`src/rtl/store_pkg.sv`:
```
// store_pkg: size encodings and FSM states shared by the store path
package store_pkg;
  localparam logic [1:0] SZ_BYTE = 2'b00;
  localparam logic [1:0] SZ_HALF = 2'b01;
  localparam logic [1:0] SZ_WORD = 2'b10;
  typedef enum logic [2:0] {IDLE, READ, MERGE, WRITE, DONE} state_t;
endpackage

```
`src/rtl/store_lane_merge.sv`:
```
// store_lane_merge: drop a byte or halfword into its little-endian lane of an old word
// ports: old (word read from memory), data (low 16 bits of the store value),
//        size (SZ_BYTE selects byte, anything else half), ofs (byte address [1:0]),
//        merged (old word with the selected lane replaced)
module store_lane_merge
  import store_pkg::*;
(
  input  logic [31:0] old,
  input  logic [15:0] data,
  input  logic [1:0]  size,
  input  logic [1:0]  ofs,
  output logic [31:0] merged
);
  logic [31:0] mask, lanes;
  assign mask   = (size == SZ_BYTE) ? 32'h0000_00ff << {ofs, 3'b000} : 32'h0000_ffff << {ofs[1], 4'b0000};
  assign lanes  = (size == SZ_BYTE) ? {4{data[7:0]}} : {2{data}};
  assign merged = (old & ~mask) | (lanes & mask);
endmodule

```
`src/rtl/store_rmw.sv`:
```
// store_rmw: narrow a store to byte/half/word and write it to word-only memory via read-modify-write
// ports: clk, rst_n (async active-low); req_valid/req_ready/req_addr/req_data/req_size store request;
//        done/err completion pulse (err = misaligned or illegal size, no memory access);
//        mem_addr/mem_rd/mem_rdata/mem_rvalid word read; mem_wr/mem_wdata/mem_wack word write
// STORE_RMW_FWD_EN: keep a copy of the last written word so sub-word stores to it skip the read
module store_rmw
  import store_pkg::*;
#(
  parameter int ADDR_W = 32
) (
  input  logic              clk,
  input  logic              rst_n,
  input  logic              req_valid,
  output logic              req_ready,
  input  logic [ADDR_W-1:0] req_addr,
  input  logic [31:0]       req_data,
  input  logic [1:0]        req_size,
  output logic              done,
  output logic              err,
  output logic [ADDR_W-1:0] mem_addr,
  output logic              mem_rd,
  input  logic [31:0]       mem_rdata,
  input  logic              mem_rvalid,
  output logic              mem_wr,
  output logic [31:0]       mem_wdata,
  input  logic              mem_wack
);
  state_t state;
  logic [1:0] size_q, ofs_q;
  logic [15:0] data_q;
  logic [31:0] old_q, merged, fwd_d;
  logic [ADDR_W-3:0] waddr;
  logic bad, hit;
  assign waddr = req_addr[ADDR_W-1:2];
  assign bad = (req_size == 2'b11) | ((req_size == SZ_HALF) & req_addr[0]) | ((req_size == SZ_WORD) & |req_addr[1:0]);
`ifdef STORE_RMW_FWD_EN
  logic fwd_v;
  logic [ADDR_W-3:0] fwd_a;
  assign hit = fwd_v && (fwd_a == waddr);
  // the copy stays coherent only because nothing else writes data memory
  always_ff @(posedge clk or negedge rst_n)
    if (!rst_n) begin
      fwd_v <= 1'b0;
      fwd_a <= '0;
      fwd_d <= '0;
    end else if (state == WRITE && mem_wack) begin
      fwd_v <= 1'b1;
      fwd_a <= mem_addr[ADDR_W-1:2];
      fwd_d <= mem_wdata;
    end
`else
  assign hit   = 1'b0;
  assign fwd_d = '0;
`endif
  store_lane_merge u_merge (.old(old_q), .data(data_q), .size(size_q), .ofs(ofs_q), .merged(merged));
  always_ff @(posedge clk or negedge rst_n)
    if (!rst_n) begin
      state     <= IDLE;
      req_ready <= 1'b1;
      done      <= 1'b0;
      err       <= 1'b0;
      mem_rd    <= 1'b0;
      mem_wr    <= 1'b0;
      mem_addr  <= '0;
      mem_wdata <= '0;
      size_q    <= '0;
      ofs_q     <= '0;
      data_q    <= '0;
      old_q     <= '0;
    end else
      case (state)
        IDLE: if (req_valid) begin
          size_q    <= req_size;
          ofs_q     <= req_addr[1:0];
          data_q    <= req_data[15:0];
          req_ready <= 1'b0;
          if (bad) begin
            state <= DONE;
            done  <= 1'b1;
            err   <= 1'b1;
          end else begin
            mem_addr <= {waddr, 2'b00};
            if (req_size == SZ_WORD) begin
              state     <= WRITE;
              mem_wr    <= 1'b1;
              mem_wdata <= req_data;
            end else if (hit) begin
              state <= MERGE;
              old_q <= fwd_d;
            end else begin
              state  <= READ;
              mem_rd <= 1'b1;
            end
          end
        end
        READ: if (mem_rvalid) begin
          old_q  <= mem_rdata;
          mem_rd <= 1'b0;
          state  <= MERGE;
        end
        MERGE: begin
          mem_wdata <= merged;
          mem_wr    <= 1'b1;
          state     <= WRITE;
        end
        WRITE: if (mem_wack) begin
          mem_wr <= 1'b0;
          done   <= 1'b1;
          state  <= DONE;
        end
        DONE: begin
          done      <= 1'b0;
          err       <= 1'b0;
          req_ready <= 1'b1;
          state     <= IDLE;
        end
        default: state <= IDLE;
      endcase
endmodule

```
`config.mk`:
```
export PLATFORM = sky130hd
export DESIGN_NAME = store_rmw
export DESIGN_NICKNAME = d
export VERILOG_FILES = /design/src/rtl/store_pkg.sv /design/src/rtl/store_lane_merge.sv /design/src/rtl/store_rmw.sv
export SDC_FILE = /design/constraint.sdc
export NUM_CORES = 1
export LEC_CHECK = 0
export BUFFER_PORTS_ARGS = -buffer_cell sky130_fd_sc_hd__buf_4
export CAP_MARGIN = 20
export CORE_AREA = 4 4 132 134
export DETAILED_ROUTE_END_ITERATION = 6
export DIE_AREA = 0 0 136 138
export PLACE_DENSITY = 0.67
export SETUP_SLACK_MARGIN = 0.1
export SYNTH_ARGS = -nofsm -noshare
export SYNTH_HDL_FRONTEND = slang
export SYNTH_HIERARCHICAL = 1
export SYNTH_SLANG_ARGS = --single-unit
```
`constraint.sdc`:
```
create_clock -name clk -period 2.8 [get_ports clk]
set_clock_uncertainty 0.05 [all_clocks]
set_input_delay 0.28 -clock clk [delete_from_list [all_inputs] [get_ports clk]]
set_output_delay 0.28 -clock clk [all_outputs]
set_load 0.01 [all_outputs]
```
Yosys cells after proc, flatten, opt, wreduce, memory -nomap -nowiden
Index checks and enable logic that the tools add are counted.

Register bits after elaboration: 122. Output and inout bits: 69. Logic and storage cells: 84.

Equal/unequal tests: 14. Shifts and indexed selects: 2. Multiplexer cells: 29. Bitwise gates (word level): 9. Reduce and logical (&&, ||, !) cells: 18.

Operators with widths (count): $mux 32 (5); $and 32x32->32 (2); $pmux 32 s2 (1); $not 32->32 (1); $or 32x32->32 (1); $shl 16x5->32 const A (1); $shl 8x5->32 const A (1); $ne 2x2->1 const B (7); $mux 1 (12); $mux 3 (4); $pmux 3 s4 (1); $reduce_and 5->1 (2); $reduce_and 3->1 (3); $reduce_and 4->1 (2); $eq 3x2->1 const B (2); $pmux 1 s2 (3); $pmux 1 s3 (2); $reduce_and 2->1 (3); $reduce_bool 2->1 (3); $reduce_bool 3->1 (2); $eq 2x2->1 const B (2); $eq 3x1->1 const B (1); $eq 3x3->1 const B (1); $logic_not 3->1 (1); 7 further kinds (9).

Longest topological paths before layout
Depth in word-level cells: 7. Gate-level depth with buffers: 6.

Cells and area by module
The synthesis kept the hierarchy.

By module, submodules not included: store_rmw (instances 1, cells each 330, area each 5103.6 µm²); store_lane_merge (instances 1, cells each 65, area each 501.7 µm²).

Worst setup path before layout
Ideal clock, no wire load.

Path kind: reg-to-reg. Start point: register size_q[1]. End point: register mem_wdata[16]. Arrival time: 1824 ps. Required time: 2625 ps. Setup slack: 801 ps. Cell stages (with the launch flop): 7. Clock period less this slack: 1999 ps. Cells stage by stage: dfrtp_1 > or3b_1 > buf_6 > nand2_8 > mux2_4 > mux2_2 > mux2_2.

Longest elaborated chain between the ends: 6. Elaborated cells between the ends (all ways): 7. Classes of those cells: mux: 2; bitwise: 4; reduce/logical: 1.

RTL lines: start, declared (RTL line store_rmw.sv:29) `logic [1:0] size_q, ofs_q;`; start signal, assigned (RTL line store_rmw.sv:73) `size_q <= req_size;`; $logic_not 2->1 * (RTL line store_lane_merge.sv:15) `assign mask = (size == SZ_BYTE) ? 32'h0000_00ff << {ofs, 3'b000} : 32'h0000_ffff << {ofs[1], 4'b0000};`; $mux 32 * (RTL line store_lane_merge.sv:15); $not 32->32 (RTL line store_lane_merge.sv:17) `assign merged = (old & ~mask) | (lanes & mask);`; $and 32x32->32 (RTL line store_lane_merge.sv:17); $or 32x32->32 * (RTL line store_lane_merge.sv:17); net merged[16] (RTL line store_rmw.sv:31) `logic [31:0] old_q, merged, fwd_d;`; $pmux 32 s2 * (RTL line store_rmw.sv:71) `case (state)`; end signal, assigned (RTL line store_rmw.sv:86) `mem_wdata <= req_data;`; end signal, assigned (RTL line store_rmw.sv:102) `mem_wdata <= merged;`; end, declared (RTL line store_rmw.sv:25) `output logic [31:0] mem_wdata,`.

Mark *: on every way through the listed nets, which the timed path passes. The rest lies on a longest branch. A chain may end at the register's enable or synchronous reset.

Worst setup path after layout
Start point: register size_q[1]. End point: register mem_wdata[18].

Same word-level chain as after synthesis.

==> impl_metrics.yaml <==
logic_synthesis:
  synth_common_cells: "mux2_2 (144), dfrtp_1 (121), a21oi_1 (14), inv_1 (13), nor2_1 (12)"
  ys_ff_latch: 122
  yosysMostFrequentCell: "mux2_2"
  synth-main-ff-cell: "dfrtp_1"
  syn_inst: 395
  syn-cell-area_um2: 5605
  synth_cell_type_count: 45
  synth.top_cell.area_share: 0.5402
  yosysSeqAreaShare: 0.5449
  yosys-top-cells-area: "dfrtp_1 (54%), mux2_2 (29%), mux2_4 (2.1%)"
  async_reset_ff_frac: 1.000
  synth_top_area_cell: "dfrtp_1"
  synth.yosys.warnings: 6
  syn_avg_cell_area_um2: 14.19
  synth_enable_flop_cells: 0
die:
  die_width_um: 136
  initial_utilization: 0.3441
  core-area_um2: 16290
  die-area_um2: 18770
  num_io_pins: 172
  die_height_um: 138
  rows: 47
drt:
  drt_iter0_drc: 193
  vias: 3982
  drc: 0
  drtAntennaViolNets: 0
  drt-wirelength-per-cell_um: 18.48
  routed_wl_mm: 14.95
  avgViaCountPerCell: 4.922
  drt_pass1_iterations: 4
finish:
  seqCellArea_um2: 3055
  multiInputGateArea_um2: 2374
  layout-drive-gt1-share: 0.6367
  area_growth_pct: 37.08
  fin_nets: 679
  nFillCells: 1501
  num_antenna_cells: 0
  finalInstanceArea_um2: 7684
sta:
  finalSetupViolations: 0
  post-route-min-period_ns: 2.271
  clock.fmax_mhz: 440.3
  hold_viol: 0
  worst_pin_slew_ns: 0.7348
  fin_setup_tns_ns: 0
  rsz0062_at_grt: "false"
  relSlewSlack: 0.5101
  slew_viol_final: 0
  fin_crit_sh: 0.8112
critical_path:
  worst_setup_path_start_kind: "register"
  worst-setup-path-type: "register to register"
  critical_path_required_ns: 3.04
  critPathArrivalTime_ns: 2.51
  cp_max_fo: 9
  critPathCaptureType: "register"
clock_network:
  cts_tree: "yes"
  cts_root_buffer: "clkbuf_16"
  ctsResizeCount: 0
  clk_path_buf_depth: 2
  cts_made_buffers: 17
  post_cts_buffers: 0
  cts-htree-levels: 4
  clock_sinks: 122
  clk_pin_slew_ns: 0.05
  clk_latency_ns: 0.41
power:
  ir_drop_mv: 0.4504
  p_seq_frac: 0.355
  pwr-share-clk: 0.210
  p_per_area_nw_per_um2: 1234
  p_switching_mw: 3.134
  swShare: 0.3306
  p_leak_nw: 3.485
  combPwrFrac: 0.435
  p_int_mw: 6.346
grt:
  grt_pass1_wl_mm: 23.88
  grt_max_degree: 58
  grt_pass1_vias: 4351
  overflow: 0
  grt_usage: 0.1642
  antenna_found_initial: 0
run:
  maxCapViolCount: 0
run_status:
  outcome: "complete, no violations"
placement:
  place_hpwl_mm: 11.15
  place_congestion: 0.8154
  dpl-instance-area_um2: 7128
  portBuffers: 169
hold_path:
  hold_class: "input pin to register"
-- worst max-delay path, cell delays in order, from the launching register on --
cell     delay (ns)
dfrtp_1        0.42
or3b_1         0.62
nand2_8        0.22
mux2_4         0.31
mux2_2         0.27
mux2_2         0.26
-- path summary, 6_finish.rpt --
kind | endpoint | slack, ns | start | depth (start not counted)
hold / removal | old_q[28]$_DFFE_PN0P_ | 0.04 | mem_rdata[28] | 2
hold reg to reg | mem_wr$_DFFE_PN0P_ | 0.43 | mem_wr$_DFFE_PN0P_ | 1
setup reg to reg | mem_wdata[18]$_DFFE_PN0P_ | 0.53 | size_q[1]$_DFFE_PN0P_ | 5
max in group asynchronous | req_ready$_DFFE_PN1P_ | 1.49 | rst_n | 3
min in group asynchronous | mem_wdata[6]$_DFFE_PN0P_ | 0.43 | rst_n | 2
setup / recovery | mem_wdata[18]$_DFFE_PN0P_ | 0.53 | size_q[1]$_DFFE_PN0P_ | 5
-- registers in the layout, summed over array words and instances, names as in the netlist, 2 cells and up --
signal,cells
mem_wdata,32
old_q,32
mem_addr,30
data_q,16
state,3
ofs_q,2
size_q,2
-- layout by cell type (no fill, tap or decap), types with 2 or more instances in the layout --
master,n
a22oi_1,9
clkbuf_16,17
clkbuf_1,3
mux2_1,6
mux2_4,8
clkinvlp_4,2
buf_4,180
nor2_1,12
o22ai_1,8
conb_1,2
a21oi_1,14
a21o_1,2
clkbuf_8,5
o21ai_0,4
mux2_2,144
nor3b_1,2
a41oi_1,2
clkinv_2,5
or3b_1,2
inv_1,13
dfrtp_1,120
-- power groups by stage --
stage          clock network [mW]  logic, mW  registers [mW]
2_1_floorplan                   0       2.57            3.36
3_3_place_gp                    0       4.06            3.36
3_5_place_dp                    0       4.16            3.39
4_1_cts                      2.03       4.18            3.37
5_1_grt                      2.12       4.48            3.48
6_report                     1.99       4.13            3.37
-- repair_timing --
action	CTS	global route
endpoints found under the hold margin	53	0
hold buffers	1	0
endpoints found under the setup margin	0	0
-- final cells by class --
type                            count  area share
Clock buffer                       25     0.06579
Clock inverter                      7    0.005211
Inverter                           14    0.006839
Multi-Input combinational cell    239      0.3089
Sequential cell                   122      0.3977
Tap cell                          220     0.03582
Timing Repair Buffer              182      0.1798
-- metrics by stage --
| stage | std cells | hold WS (ns) | util | worst slack, ns | power (mW) |
|---|---|---|---|---|---|
| after floorplan | 396 | -0.06559 | - | 0.8012 | 5.932 |
| after global placement | 776 | 0.3212 | 0.4376 | 0.5970 | 7.426 |
| after detailed placement | 776 | 0.3271 | 0.4376 | 0.5743 | 7.551 |
| after CTS | 809 | 0.02421 | 0.4717 | 0.5452 | 9.591 |
| after global routing | 809 | 0.02646 | 0.4717 | 0.4654 | 10.07 |
| final | 809 | 0.03951 | 0.4717 | 0.5288 | 9.480 |
-- logic make-up after synthesis --
logic type / after synthesis / synth area share
compound gates: 49 / 0.05871
buf+inv: 35 / 0.03460
other cells: 1 / 0.0006690
mux: 158 / 0.3228
simple gates: 30 / 0.03839
flops: 122 / 0.5449
-- routing by layer --
| layer | vias to the layer above | track usage | share of wire |
|---|---|---|---|
| met3 | 22 | 0.04651 | 0.043 |
| met1 | 2046 | 0.1991 | 0.41 |
| li1 | 1810 | - | - |
| met2 | 104 | 0.2811 | 0.53 |
| met5 | - | 0 | 0 |
| met4 | 0 | 0.05252 | 0.019 |
Power figures use the tool's default switching activity.
